File: src/rtl/m_control.sv
// Sequencing FSM for the RV32M unit: decodes funct3 at issue, steps the
// multiply pipeline or the restoring divider, and flags writeback fix-ups.
package m_definitions;
  typedef enum logic [2:0] {R_KEEP, R_A, R_A_NEG, R_SUB_KEEP, R_MULT_LOWER} mux_r_t;
  typedef enum logic [1:0] {D_KEEP, D_B, D_B_NEG, D_SHR} mux_d_t;
  typedef enum logic [1:0] {Z_KEEP, Z_ZERO, Z_SHL_ADD, Z_MULT_UPPER} mux_z_t;
  typedef enum logic [1:0] {MA_ZERO, MA_R_UNSIGNED, MA_R_SIGNED} mux_ma_t;
  typedef enum logic [1:0] {MB_ZERO, MB_D_UNSIGNED, MB_D_SIGNED} mux_mb_t;
  typedef enum logic [1:0] {OVR_NONE, OVR_ONES, OVR_RS1, OVR_ZERO} override_t;
endpackage

module m_control
  import m_definitions::*;
#(
  parameter int MUL_LATENCY = 2,
  parameter int DIV_STEPS   = 32
) (
  input  logic       clk,
  input  logic       resetn,
  input  logic       start,
  input  logic [2:0] funct3,
  input  logic       rs1_sign,
  input  logic       rs2_sign,
  input  logic       rs2_zero,
  input  logic       rs1_min,
  input  logic       rs2_ones,
  input  logic       sub_neg,
  output mux_r_t     mux_R,
  output mux_d_t     mux_D,
  output mux_z_t     mux_Z,
  output mux_ma_t    mux_multA,
  output mux_mb_t    mux_multB,
  output logic       busy,
  output logic       done,
  output logic       result_sel,
  output logic       negate_result,
  output override_t  override
);

  localparam int CNT_MAX = (DIV_STEPS > MUL_LATENCY) ? DIV_STEPS : MUL_LATENCY;
  localparam int CW      = (CNT_MAX > 2) ? $clog2(CNT_MAX) : 1;
  localparam logic [CW-1:0] MUL_LAST = CW'(MUL_LATENCY - 1);
  localparam logic [CW-1:0] DIV_LAST = CW'(DIV_STEPS - 1);

  typedef enum logic [2:0] {
    S_IDLE, S_MUL_ISSUE, S_MUL_WAIT, S_MUL_CAPTURE, S_DIV_ITER, S_DONE
  } state_t;

  state_t        state, state_nxt;
  logic [CW-1:0] cnt, cnt_nxt;
  logic [2:0]    op;
  logic          neg_q, neg_r, div0, ovf;

  // The borrow is consumed by the datapath directly; the sequencer never needs it.
  logic sub_neg_unused;
  assign sub_neg_unused = sub_neg;

  // Issue-time decode of the live inputs; only meaningful while accepting.
  logic accept, sdiv_in, div0_in, ovf_in;
  assign accept  = (state == S_IDLE) && start;
  assign sdiv_in = funct3[2] & ~funct3[0];
  assign div0_in = funct3[2] & rs2_zero;
  assign ovf_in  = sdiv_in & rs1_min & rs2_ones;

  assign busy = (state != S_IDLE);

  // NOTE: sequential state uses non-blocking assignments so every register
  // samples pre-edge values regardless of statement order.
  always_ff @(posedge clk or negedge resetn) begin
    if (!resetn) begin
      state <= S_IDLE;
      cnt   <= '0;
      op    <= 3'd0;
      neg_q <= 1'b0;
      neg_r <= 1'b0;
      div0  <= 1'b0;
      ovf   <= 1'b0;
    end else begin
      state <= state_nxt;
      cnt   <= cnt_nxt;
      if (accept) begin
        op    <= funct3;
        neg_q <= sdiv_in & (rs1_sign ^ rs2_sign);
        neg_r <= sdiv_in & rs1_sign;
        div0  <= div0_in;
        ovf   <= ovf_in;
      end
    end
  end

  // Multiplier operand selects follow the latched op for the whole multiply.
  mux_ma_t ma_op;
  mux_mb_t mb_op;
  assign ma_op = (op == 3'd1 || op == 3'd2) ? MA_R_SIGNED : MA_R_UNSIGNED;
  assign mb_op = (op == 3'd1) ? MB_D_SIGNED : MB_D_UNSIGNED;

  // NOTE: every output of this block gets a default first, so no path can
  // leave a value unassigned and infer a latch.
  always_comb begin
    state_nxt     = state;
    cnt_nxt       = cnt;
    mux_R         = R_KEEP;
    mux_D         = D_KEEP;
    mux_Z         = Z_KEEP;
    mux_multA     = MA_ZERO;
    mux_multB     = MB_ZERO;
    done          = 1'b0;
    result_sel    = 1'b0;
    negate_result = 1'b0;
    override      = OVR_NONE;

    case (state)
      S_IDLE: begin
        if (start) begin
          mux_Z = Z_ZERO;
          mux_R = (sdiv_in && rs1_sign) ? R_A_NEG : R_A;
          mux_D = (sdiv_in && rs2_sign) ? D_B_NEG : D_B;
          cnt_nxt = '0;
          if (!funct3[2])             state_nxt = S_MUL_ISSUE;
          else if (div0_in || ovf_in) state_nxt = S_DONE;
          else                        state_nxt = S_DIV_ITER;
        end
      end
      S_MUL_ISSUE: begin
        mux_multA = ma_op;
        mux_multB = mb_op;
        cnt_nxt   = '0;
        state_nxt = S_MUL_WAIT;
      end
      S_MUL_WAIT: begin
        mux_multA = ma_op;
        mux_multB = mb_op;
        if (cnt == MUL_LAST) begin
          cnt_nxt   = '0;
          state_nxt = S_MUL_CAPTURE;
        end else begin
          cnt_nxt = cnt + CW'(1);
        end
      end
      S_MUL_CAPTURE: begin
        mux_multA = ma_op;
        mux_multB = mb_op;
        mux_R     = R_MULT_LOWER;
        mux_Z     = Z_MULT_UPPER;
        state_nxt = S_DONE;
      end
      S_DIV_ITER: begin
        mux_R = R_SUB_KEEP;
        mux_Z = Z_SHL_ADD;
        mux_D = D_SHR;
        if (cnt == DIV_LAST) begin
          cnt_nxt   = '0;
          state_nxt = S_DONE;
        end else begin
          cnt_nxt = cnt + CW'(1);
        end
      end
      S_DONE: begin
        done       = 1'b1;
        result_sel = (op == 3'd0) || (op[2:1] == 2'b11);
        // Special cases replace the result outright, so no negation applies.
        if (div0)     override = op[1] ? OVR_RS1 : OVR_ONES;
        else if (ovf) override = op[1] ? OVR_ZERO : OVR_RS1;
        if (!div0 && !ovf) begin
          if (op == 3'd4)      negate_result = neg_q;
          else if (op == 3'd6) negate_result = neg_r;
        end
        state_nxt = S_IDLE;
      end
      default: state_nxt = S_IDLE;
    endcase
  end

endmodule
File: config.mk
export PLATFORM = sky130hd
export DESIGN_NAME = m_control
export DESIGN_NICKNAME = d
export VERILOG_FILES = /design/src/rtl/m_control.sv
export SDC_FILE = /design/constraint.sdc
export NUM_CORES = 1
export LEC_CHECK = 0
export CORE_ASPECT_RATIO = 1.5
export CORE_MARGIN = 1
export CORE_UTILIZATION = 40
export DETAILED_ROUTE_END_ITERATION = 6
export PLACE_DENSITY = 0.77
export SYNTH_ARGS = -nofsm -noshare
export SYNTH_HDL_FRONTEND = slang
export SYNTH_SLANG_ARGS = --single-unit
File: constraint.sdc
create_clock -name clk -period 2.23 [get_ports clk]
set_input_delay 0.5575 -clock clk [delete_from_list [all_inputs] [get_ports clk]]
set_output_delay 0.5575 -clock clk [all_outputs]
set_load 0.02 [all_outputs]
[Word-level counts from Yosys, hierarchy flattened]
Index checks and enable logic that the tools add are counted.
Word-level totals
  input port bits: 12
  bits in registers: 15
  logic and storage cells: 80
  output and inout port bits: 17
Operators by class
  bitwise logic cells: 8
  muxes and demuxes: 33
  equal/unequal tests: 15
  add/subtract/negate cells: 1
  reductions and logical operators: 16
Operators with widths (count)
  $mux W2: 12
  $pmux W5 S4: 1
  $mux W5: 3
  $pmux W3 S5: 1
  $eq A3 B3 Y1 const B: 4
  $mux W3: 4
  $eq A3 B2 Y1 const B: 3
  $mux W1: 9
  $pmux W3 S3: 1
  $and A1 B1 Y1: 6
  $eq A3 B1 Y1 const B: 2
  $logic_not A3 Y1: 2
  $ne A2 B2 Y1 const B: 3
  $pmux W2 S3: 1
  $add A5 B1 Y5 const B: 1
  $eq A5 B1 Y1 const B: 1
  $eq A5 B5 Y1 const B: 1
  $logic_and A1 B1 Y1: 4
  $pmux W2 S2: 1
  $reduce_bool A4 Y1: 1
  $logic_or A1 B1 Y1: 3
  $reduce_and A3 Y1: 1
  $reduce_bool A3 Y1: 1
  $reduce_or A3 Y1: 1
  other kinds (5): 6

[Longest topological paths before layout]
  depth after elaboration: 9
  mapped depth: 7
  mapped depth without buffers: 7

[Worst setup path after synthesis]
Ideal clock, no wire load.
  path kind: register to output
  start point: register state[0]
  end point: output port mux_D[0]
  path slack: 0.062 ns
  arrival: 1.610 ns
  required time: 1.673 ns
  buffers on the path: 2
  cell stages (with the launch flop): 6
  cell sequence: dfrtp_1 clkbuf_1 nor3_2 nand2_1 clkbuf_1 o21ai_0
Between the ends
  word-level cells in the longest chain between the ends: 2
  elaborated cells between the ends (all ways): 3
  those cells by class: eq/ne: 1; mux: 1; reduce/logical: 1
RTL lines
  from (decl): RTL line 49  | state_t state, state_nxt;
  from (signal assigned): RTL line 79  | state <= state_nxt;
  $eq A3 B3 Y1 or $logic_not A3 Y1 (tied branches): RTL line 112  | case (state)
  $pmux W2 S2 *: RTL line 112
  to (decl): RTL line 29  | output mux_d_t mux_D,
Mark *: on every way between the ends. The rest lies on a longest branch, timed or not.

[Final worst setup path]
  start point: register op[0]
  end point: output port negate_result
Between the ends
  word-level cells in the longest chain between the ends: 5
  elaborated cells between the ends (all ways): 6
  those cells by class: eq/ne: 2; mux: 4
RTL lines
  from (decl): RTL line 51  | logic [2:0] op;
  from (signal assigned): RTL line 82  | op <= funct3;
  $eq A3 B3 Y1: RTL line 166  | else if (op == 3'd6) negate_result = neg_r;
  $mux W1: RTL line 166
  $mux W1 *: RTL line 165  | if (op == 3'd4) negate_result = neg_q;
  $mux W1 *: RTL line 164  | if (!div0 && !ovf) begin
  $mux W1 *: RTL line 112
  to (decl): RTL line 36  | output logic negate_result,
Marked as above.

==> results.yml <==
timing:
  drv_slew: 0
  tightest_slew_ps: 695.3
  finalCritPeriodShare: 0.9595
  min_period_ps: 2140
  finClkSkew_ps: 2.213
  fin_setup_tns_ps: 0
  slew-limit-headroom: 0.5350
  hold_viol: 0
  grt_setup_unrepaired: "false"
  layout_setup_ws_ps: 90.36
  fmax_mhz: 467.4
  setup-violations-final: 0
global_route:
  grt_max_degree: 16
  grt_pass1_wl_um: 4022
  first_global_vias: 949
  gr-total-overflow: 0
  grt_use_total: 0.1921
  grt_antenna_before_repair: 0
pwr:
  power_switching_uw: 809.1
  combPwrFrac: 0.639
  power_density_nw_per_um2: 1262
  p_seq_frac: 0.269
  irDropWorstVdd_v: 0.0007768
  p_sw_frac: 0.4639
  leakage_nw: 0.6971
  p_int_uw: 935.2
  pwr-share-clk: 0.092
critical_path:
  arrival_ps: 1580
  cp_top_family: "simple AND/OR/NAND/NOR gates"
  crit_chain: "or4b_4 > nor3_2 > buf_4"
  cp.required_ps: 1670
  path_buf_inv: 1
  crit_fanout: 2
  critPathLaunchType: "register"
  cpPeakStageDelay_ps: 540
  cp-end-kind: "primary output"
  critPathSlowestCell: "or4b_4"
  critPathKind: "reg2out"
placed_design:
  dp.cells: 179
  dp_slack_ps: -533.9
  io_buffers: 27
  place_congestion: 0.7790
  dp_hpwl_um: 1833
  placed_area_um2: 1384
yosys:
  synth_edf_count: 0
  synth_area_leaders: "dfrtp_1, nand2_1, o21ai_0"
  synth_area_um2: 969.7
  synth_largest_area_cell: "dfrtp_1"
  ys_ff_latch: 15
  syn_nets: 131
  async_flop_share: 1.000
  yosys_warnings: 0
  yosys.area.top_type_share: 0.3871
  syn_avg_cell_area_um2: 8.359
  synth_common_cells: "nand2_1, dfrtp_1, nor2_1, o21ai_0"
  yosysMostFrequentCell: "nand2_1"
  seq_area_frac_synth: 0.3871
  ys_types: 30
  synthCells: 116
  synthFlopType: "dfrtp_1"
cells_and_area:
  area_delta_synth_final_pct: 42.58
  final_area_um2: 1383
  drive_above_1_share: 0.2875
  fill_cells: 206
  seqCellArea_um2: 376.6
  diodes: 0
  final_nets: 176
  final_core_util: 0.6118
  multiInputGateArea_um2: 574.3
  fin_cells: 183
detailed_routing:
  ant_nets: 0
  wl_per_cell_um: 12.46
  drc_errors: 0
  drt_iter0_markers: 8
  avgViaCountPerCell: 5.115
  wl_um: 2280
  via_count: 936
  firstDrtPassIters: 4
die:
  row_count: 21
  start_util: 0.4291
  ios: 29
  core_um2: 2260
  die_y_um: 62.30
  die_width_um: 42.20
  dieArea_um2: 2629
clocking:
  h-tree-depth: 1
  clkSinkCount: 15
  root_buffer: "clkbuf_4"
  cts_max_path_buffers: 2
  hold_buffers: 0
  cts_tree: "yes"
  clk_pin_slew_ps: 100
  clk_latency_ps: 280
  cts_buffers: 3
flow_run:
  max_cap_viol_count: 0
outcome:
  outcome: "finished clean"
hold_path:
  hp-class: "reg2reg"
==> logic make-up (layout without fill, tap and decap cells) <==
group | count (synthesis) | count (layout) | synth area share
AO/OA/AOI/OAI | 24 | 24 | 0.1690
XOR/XNOR | 3 | 3 | 0.02710
adder cells (fa/ha/maj) | 3 | 3 | 0.03871
buffers and inverters | 10 | 54 | 0.03999
flip-flops | 15 | 15 | 0.3871
multiplexers | 5 | 5 | 0.05548
AND/OR/NAND/NOR | 56 | 56 | 0.2826
==> per-layer routing <==
layer	vias up	part of all wire	GRT usage	routed length (µm)
met3	2	0.024	0.008721	55
li1	482	-	-	-
met5	-	0	0	0
met1	432	0.43	0.2309	972
met2	20	0.54	0.3500	1230
met4	0	0.0092	0.07031	21
==> final cells by class <==
type / count / share of cell area
clock buffer: 3 / 0.01629
clock inverter: 1 / 0.003620
inverter: 5 / 0.01357
timing repair buffer: 45 / 0.2579
tap: 23 / 0.02081
sequential: 15 / 0.2724
multi-input combinational: 91 / 0.4154
==> stage by stage <==
stage / power, mW / hold WS (ps)
after global placement: 1.625 / 459.7
after CTS: 1.758 / 501.3
after global routing: 1.897 / 538.5
after detailed placement: 1.679 / 478.1
final: 1.744 / 505.7
after floorplan: 1.164 / 261.9
==> final timing paths <==
check	startpoint	to	slack, ps	depth (start not counted)
max reg2reg	cnt[1]	cnt[2]	380	6
max	op[0]	negate_result	90	3
min	neg_r	neg_r	510	2
min reg2reg	neg_r	neg_r	510	2
max in group asynchronous	resetn	state[1]	1070	1
min in group asynchronous	resetn	cnt[0]	680	1
==> placed cells by master, fill, tap and decap left out, types with 4 or more instances in the layout <==
master / synthesis / layout
nor2b_1: 5 / 4
nor2_1: 12 / 12
dfrtp_1: 15 / 14
clkbuf_2: 0 / 5
dlygate4sd2_1: 0 / 5
clkdlybuf4s50_1: 0 / 8
o21ai_0: 10 / 10
a21oi_1: 5 / 5
inv_1: 5 / 5
nand2_1: 24 / 24
buf_4: 0 / 20
==> sequential cells by signal, indices dropped and copies added, names as in the netlist <==
signal	cells
ovf	1
neg_r	1
div0	1
op	3
neg_q	1
cnt	5
state	3
==> power by group through the flow <==
stage	logic, mW	clock network, mW	registers [mW]
floorplan	0.740	0	0.424
global placement	1.16	0	0.464
detailed placement	1.21	0	0.472
CTS	1.13	0.159	0.470
global route	1.24	0.174	0.484
finish	1.11	0.160	0.470
==> worst reg2reg max path: stages, from the launching register on <==
cell and delay, ps:
dfrtp_1 420, inv_1 70, ha_1 140, or4b_4 480
a32oi_4 340, o21bai_1 110, a21o_1 190
==> timing repair <==
| item | CTS | global route |
|---|---|---|
| buffers inserted | 0 | 0 |
| pin swaps | 1 | 0 |
| gates resized for setup | 45 | 15 |
| endpoints found under the setup margin | 17 | 12 |
Power figures use the tool's default switching activity.
